[src/rtl/div_issue_ctrl_if.sv]
// Request/response handshake bundle for the divider issue/capture stage.
// The master modport is the requester/consumer side; slave is the stage itself.
interface div_issue_ctrl_if #(
  parameter int unsigned WIDTH = 8
);
  logic             req_valid;
  logic             req_ready;
  logic [WIDTH-1:0] req_dividend;
  logic [WIDTH-1:0] req_divisor;
  logic             rsp_valid;
  logic             rsp_ready;
  logic [WIDTH-1:0] rsp_quot;
  logic [WIDTH-1:0] rsp_rem;
  logic             rsp_dbz;

  modport master (
    output req_valid, req_dividend, req_divisor, rsp_ready,
    input  req_ready, rsp_valid, rsp_quot, rsp_rem, rsp_dbz
  );

  modport slave (
    input  req_valid, req_dividend, req_divisor, rsp_ready,
    output req_ready, rsp_valid, rsp_quot, rsp_rem, rsp_dbz
  );
endinterface

[src/rtl/div_issue_ctrl.sv]
// Issue/capture stage around a combinational divider: registers operands, waits SETTLE
// cycles, captures quotient/remainder/dbz and presents them on a valid/ready response.
module div_issue_ctrl #(
  parameter int unsigned WIDTH  = 8,
  parameter int unsigned SETTLE = 1,
  parameter int unsigned CNT_W  = 8
) (
  input  logic               i_clk,
  input  logic               i_rst_n,
  div_issue_ctrl_if.slave    io_bus,
  output logic [WIDTH-1:0]   o_div_in1,
  output logic [WIDTH-1:0]   o_div_in2,
  input  logic [WIDTH-1:0]   i_div_out,
  input  logic               i_div_dbz,
  output logic [CNT_W-1:0]   o_dbz_count
);

  localparam int unsigned WaitW = $clog2(SETTLE + 1);
  localparam int unsigned ProdW = 2 * WIDTH;

  typedef enum logic [1:0] {
    StIdle,
    StWait,
    StResp
  } state_e;

  state_e             r_state, w_state_d;
  logic [WaitW-1:0]   r_wait, w_wait_d;
  logic [WIDTH-1:0]   r_in1, w_in1_d;
  logic [WIDTH-1:0]   r_in2, w_in2_d;
  logic [WIDTH-1:0]   r_quot, w_quot_d;
  logic [WIDTH-1:0]   r_rem, w_rem_d;
  logic               r_dbz, w_dbz_d;
  logic [CNT_W-1:0]   r_dbz_cnt, w_dbz_cnt_d;
  logic [WIDTH-1:0]   w_rem;

  // Remainder from the divider's quotient, formed at double width then truncated.
  assign w_rem = WIDTH'(ProdW'(r_in1) - ProdW'(i_div_out) * ProdW'(r_in2));

  always_comb begin
    w_state_d   = r_state;
    w_wait_d    = r_wait;
    w_in1_d     = r_in1;
    w_in2_d     = r_in2;
    w_quot_d    = r_quot;
    w_rem_d     = r_rem;
    w_dbz_d     = r_dbz;
    w_dbz_cnt_d = r_dbz_cnt;

    unique case (r_state)
      StIdle: begin
        if (io_bus.req_valid) begin
          w_in1_d   = io_bus.req_dividend;
          w_in2_d   = io_bus.req_divisor;
          w_wait_d  = WaitW'(SETTLE);
          w_state_d = StWait;
        end
      end
      StWait: begin
        if (r_wait == WaitW'(1)) begin
          w_state_d = StResp;
          if (i_div_dbz) begin
            // Divider output is undefined for a zero divisor, so it is not used.
            w_quot_d = {WIDTH{1'b1}};
            w_rem_d  = r_in1;
            w_dbz_d  = 1'b1;
            if (r_dbz_cnt != {CNT_W{1'b1}}) begin
              w_dbz_cnt_d = r_dbz_cnt + CNT_W'(1);
            end
          end else begin
            w_quot_d = i_div_out;
            w_rem_d  = w_rem;
            w_dbz_d  = 1'b0;
          end
        end else begin
          w_wait_d = r_wait - WaitW'(1);
        end
      end
      StResp: begin
        if (io_bus.rsp_ready) begin
          w_state_d = StIdle;
        end
      end
      default: w_state_d = StIdle;
    endcase
  end

  always_ff @(posedge i_clk) begin
    if (!i_rst_n) begin
      r_state   <= StIdle;
      r_wait    <= '0;
      r_in1     <= '0;
      r_in2     <= '0;
      r_quot    <= '0;
      r_rem     <= '0;
      r_dbz     <= 1'b0;
      r_dbz_cnt <= '0;
    end else begin
      r_state   <= w_state_d;
      r_wait    <= w_wait_d;
      r_in1     <= w_in1_d;
      r_in2     <= w_in2_d;
      r_quot    <= w_quot_d;
      r_rem     <= w_rem_d;
      r_dbz     <= w_dbz_d;
      r_dbz_cnt <= w_dbz_cnt_d;
    end
  end

  assign io_bus.req_ready = (r_state == StIdle);
  assign io_bus.rsp_valid = (r_state == StResp);
  assign io_bus.rsp_quot  = r_quot;
  assign io_bus.rsp_rem   = r_rem;
  assign io_bus.rsp_dbz   = r_dbz;
  assign o_div_in1        = r_in1;
  assign o_div_in2        = r_in2;
  assign o_dbz_count      = r_dbz_cnt;

endmodule
[src/flat_wrapper.sv]
// flat-port wrapper written by rule: the top's interface ports become plain ports
module div_issue_ctrl_flat 
#(
  parameter int unsigned WIDTH  = 8,
  parameter int unsigned SETTLE = 1,
  parameter int unsigned CNT_W  = 8
)
  (i_clk, i_rst_n, o_div_in1, o_div_in2, i_div_out, i_div_dbz, o_dbz_count, io_bus_req_valid, io_bus_req_dividend, io_bus_req_divisor, io_bus_rsp_ready, io_bus_req_ready, io_bus_rsp_valid, io_bus_rsp_quot, io_bus_rsp_rem, io_bus_rsp_dbz);
  div_issue_ctrl_if #(.WIDTH(WIDTH)) io_bus_i ();
  input  logic i_clk;
  input  logic i_rst_n;
  output logic [WIDTH-1:0] o_div_in1;
  output logic [WIDTH-1:0] o_div_in2;
  input  logic [WIDTH-1:0] i_div_out;
  input  logic i_div_dbz;
  output logic [CNT_W-1:0] o_dbz_count;
  input wire logic [$bits(io_bus_i.req_valid)-1:0] io_bus_req_valid;
  input wire logic [$bits(io_bus_i.req_dividend)-1:0] io_bus_req_dividend;
  input wire logic [$bits(io_bus_i.req_divisor)-1:0] io_bus_req_divisor;
  input wire logic [$bits(io_bus_i.rsp_ready)-1:0] io_bus_rsp_ready;
  output wire logic [$bits(io_bus_i.req_ready)-1:0] io_bus_req_ready;
  output wire logic [$bits(io_bus_i.rsp_valid)-1:0] io_bus_rsp_valid;
  output wire logic [$bits(io_bus_i.rsp_quot)-1:0] io_bus_rsp_quot;
  output wire logic [$bits(io_bus_i.rsp_rem)-1:0] io_bus_rsp_rem;
  output wire logic [$bits(io_bus_i.rsp_dbz)-1:0] io_bus_rsp_dbz;
  assign io_bus_i.req_valid = io_bus_req_valid;
  assign io_bus_i.req_dividend = io_bus_req_dividend;
  assign io_bus_i.req_divisor = io_bus_req_divisor;
  assign io_bus_i.rsp_ready = io_bus_rsp_ready;
  assign io_bus_req_ready = io_bus_i.req_ready;
  assign io_bus_rsp_valid = io_bus_i.rsp_valid;
  assign io_bus_rsp_quot = io_bus_i.rsp_quot;
  assign io_bus_rsp_rem = io_bus_i.rsp_rem;
  assign io_bus_rsp_dbz = io_bus_i.rsp_dbz;
  div_issue_ctrl #(.WIDTH(WIDTH), .SETTLE(SETTLE), .CNT_W(CNT_W)) u_core (.i_clk(i_clk), .i_rst_n(i_rst_n), .io_bus(io_bus_i), .o_div_in1(o_div_in1), .o_div_in2(o_div_in2), .i_div_out(i_div_out), .i_div_dbz(i_div_dbz), .o_dbz_count(o_dbz_count));
endmodule
[config.mk]
export PLATFORM = sky130hd
export DESIGN_NAME = div_issue_ctrl_flat
export DESIGN_NICKNAME = d
export VERILOG_FILES = /design/src/rtl/div_issue_ctrl_if.sv /design/src/rtl/div_issue_ctrl.sv /design/src/flat_wrapper.sv
export SDC_FILE = /design/constraint.sdc
export NUM_CORES = 1
export LEC_CHECK = 0
export BUFFER_PORTS_ARGS = -buffer_cell sky130_fd_sc_hd__buf_2
export CAP_MARGIN = 30
export CORE_ASPECT_RATIO = 2
export CORE_UTILIZATION = 54
export CTS_BUF_LIST = sky130_fd_sc_hd__clkbuf_16
export DETAILED_ROUTE_END_ITERATION = 8
export PLACE_DENSITY = 0.85
export SKIP_CTS_REPAIR_TIMING = 1
export SLEW_MARGIN = 25
export SYNTH_ARGS = -nofsm -noshare
export SYNTH_HDL_FRONTEND = slang
export SYNTH_SLANG_ARGS = --single-unit
export TNS_END_PERCENT = 100
[constraint.sdc]
create_clock -name i_clk -period 5 [get_ports i_clk]
set_input_delay 0.75 -clock i_clk [delete_from_list [all_inputs] [get_ports i_clk]]
set_output_delay 0.75 -clock i_clk [all_outputs]
set_load 0.005 [all_outputs]
==> summary.txt <==
Status -> finished, final reports clean
Pwr/cell area -> 313.9 nW/um2
Crit share post-route -> 0.7817
Final #Nets -> 470
Detail Route met2 WL -> 3723 um
Pin count of the biggest net entering global routing -> 46
Cells after DPL -> 453
First-pass GRT wire length -> 11480 um
Fraction of registers with async set/reset -> 0
#FFs+latches synth -> 44
Register area -> 880.8 um2
Total Wirelength -> 6981 um
Critical path capture point type -> flip-flop
Post-synth EDFFs -> 0
Crit path capture -> u_core.io_bus.rsp_rem[6]
Cells after synthesis -> 337
# port buffers -> 71
N_diodes -> 0
Slew headroom -> 0.5713
Yosys cell types -> 32
Setup Viol. Count Final -> 0
Worst setup path startpoint -> i_div_out[4]
FF-to-FF path depth -> 12
CTS tree -> yes
Cts bufs inserted -> 5
Yosys Warn Count -> 0
DP Wirelength -> 5237 um
M1 WL -> 2743 um
Row cnt -> 37
Share of post-route cells with drive strength above 1 -> 0.2283
Hold_ws -> 478.5 ps
Post-synth top cells -> nand2_1 (61), dfxtp_1 (44), and2_1 (24), ha_1 (23), xnor2_1 (23)
Initial antenna violation count -> 0
Clock Tree Root -> clkbuf_16
FILL cells -> 416
Vias in the first global route -> 2529
Max Clock Freq -> 0.2559 GHz
H-tree depth -> 2
DRC Markers -> 0
Syn avg cell area -> 8.725 um2
Top Metal Used -> met4
Via-to-Cell Ratio -> 5.453
Multi-input logic area -> 1927 um2
Global Route Usage Sum -> 0.2705
Drt first pass iters -> 4
Synth area leaders -> dfxtp_1 (30%), fa_1 (11%), ha_1 (9.8%), nand2_1 (7.8%), xnor2_1 (6.9%)
Drt wl/cell -> 15.14 um
# IOs -> 72
Routed wl met3 -> 316 um
Dpl cell area -> 3322 um2
DRT iter0 DRCs -> 69
Predominant post-synthesis flop cell -> dfxtp_1
Syn Nets -> 405
Clock buffer depth -> 2
Area of the mapped netlist -> 2940 um2
Capture point of the worst reg-to-reg path -> u_core.io_bus.rsp_rem[6]
Vias -> 2514
Yosys top cell by area -> dfxtp_1
Reg2reg setup slack -> 1160 ps
Worst-margin pin slew -> 643.0 ps
Max-slew violation count -> 0
RSZ-0062 raised after global routing -> no
Cell with the most instances after synthesis -> nand2_1
Startpoint types -> input port
Antenna Nets Post-Route -> 0
Area growth syn-to-layout -> 18.85%
Worst Path Arrival -> 4080 ps
Finished Layout Cells -> 461
Setup CP Type -> in -> reg
Setup_tns -> 0 ps
Grt ovf -> 0
Max Fanout on Critical Path -> 5
Endpoints failing hold -> 0
Layout Skew -> 6.022 ps
Min Tclk post-route -> 3908 ps
Die X -> 54.18 um
Die height -> 106.4 um
Synth top area share -> 0.2996
Final core utilization -> 0.6740
Clock sinks -> 44
Initial cell density of the core -> 0.5671
Final Wtd Congestion -> 0.8785
Register area share after synthesis -> 0.2996
Worst-skew pair later-pin latency -> 290 ps
Reg2reg start -> u_core.o_div_in2[0]
Leak -> 0.001684 uW
Req. time, crit path -> 5170 ps
Finished Cell Area -> 3495 um2
Clk pin slew, worst setup/hold paths -> 60 ps
Worst min-delay path category -> reg -> reg
Full die area -> 5762 um2
CORE AREA -> 5185 um2
Max-cap viol count -> 0
Worst vdd ir -> 0.0003440 V
sequential cells by signal (all words and copies together) (netlist names):
signal	flops
u_core.io_bus.rsp_dbz	1
u_core.io_bus.rsp_quot	8
u_core.io_bus.rsp_rem	8
u_core.o_dbz_count	8
u_core.o_div_in1	8
u_core.o_div_in2	8
u_core.r_state	2
u_core.r_wait	1
placed cells by master, fill, tap and decap left out, types with 2 or more instances in the layout:
master	instances
a21oi_1	7
a21boi_0	18
buf_2	71
fa_1	16
and2_1	24
o211a_1	5
o21ai_0	7
clkinv_4	2
nand4_1	4
o21a_1	3
nand2_1	61
dfxtp_1	44
nor2_1	15
nor2b_1	4
inv_1	21
and3_1	3
ha_1	23
nor3_1	9
mux2i_1	2
nor3b_1	9
xnor2_1	23
clkbuf_16	5
and2_2	9
a21o_1	2
xor2_1	6
critical path, cell delays in order:
cell and delay (ps):
buf_2 120, and2_1 170, fa_1 540, fa_1 430, ha_1 310, fa_1 550, inv_1 40, ha_1 340
a21o_1 190, a31oi_1 200, xor2_1 180, o21ai_0 110, o211a_1 170
kinds of logic after synthesis:
family / share of synthesized area
AOI/OAI and AO/OA: 0.1162
xor gates and xnor gates: 0.08638
adders and majority gates: 0.2068
buffers and inverters: 0.04511
DFF: 0.2996
muxes: 0.006809
and+or+nand+nor: 0.2391
per-stage QoR:
stage | worst slack (ps) | total power [uW]
6_report | 1092 | 1097
3_5_place_dp | 867.5 | 720.7
5_1_grt | 848.3 | 1168
3_3_place_gp | 970.6 | 705.6
4_1_cts | 1106 | 1098
2_1_floorplan | 1174 | 632.7
layer usage:
layer	GRT usage	up-vias
met4	0.1062	0
met2	0.4704	77
met1	0.3062	1188
li1	-	1228
met5	0	-
met3	0.04864	21
final cells by class:
| type | count | area share |
|---|---|---|
| inverter | 21 | 0.02256 |
| clock buffer | 5 | 0.03580 |
| clock inverter | 3 | 0.01361 |
| sequential | 44 | 0.2521 |
| tap | 58 | 0.02077 |
| multi-input combinational | 258 | 0.5514 |
| timing repair buffer | 72 | 0.1038 |
worst min-delay path by stage:
| stage | start | cells past startpoint | end |
|---|---|---|---|
| after CTS | u_core.io_bus.rsp_rem[0] | 2 | u_core.io_bus.rsp_rem[0] |
| after floorplan | u_core.io_bus.rsp_rem[0] | 2 | u_core.io_bus.rsp_rem[0] |
| after global routing | u_core.io_bus.rsp_rem[1] | 1 | u_core.io_bus.rsp_rem[1] |
| final | u_core.io_bus.rsp_rem[0] | 2 | u_core.io_bus.rsp_rem[0] |
| after global placement | u_core.io_bus.rsp_rem[0] | 2 | u_core.io_bus.rsp_rem[0] |
| after detailed placement | u_core.io_bus.rsp_rem[0] | 2 | u_core.io_bus.rsp_rem[0] |
power breakdown:
part           switching, uW  leakage (uW)  total (uW)  internal [uW]
logic                    176       0.00124         329            153
clock network            140     0.0000840         377            237
registers               20.8      0.000359         391            370
total                    336       0.00168        1100            761
Note: power is estimated with default switching activity, not from simulation.
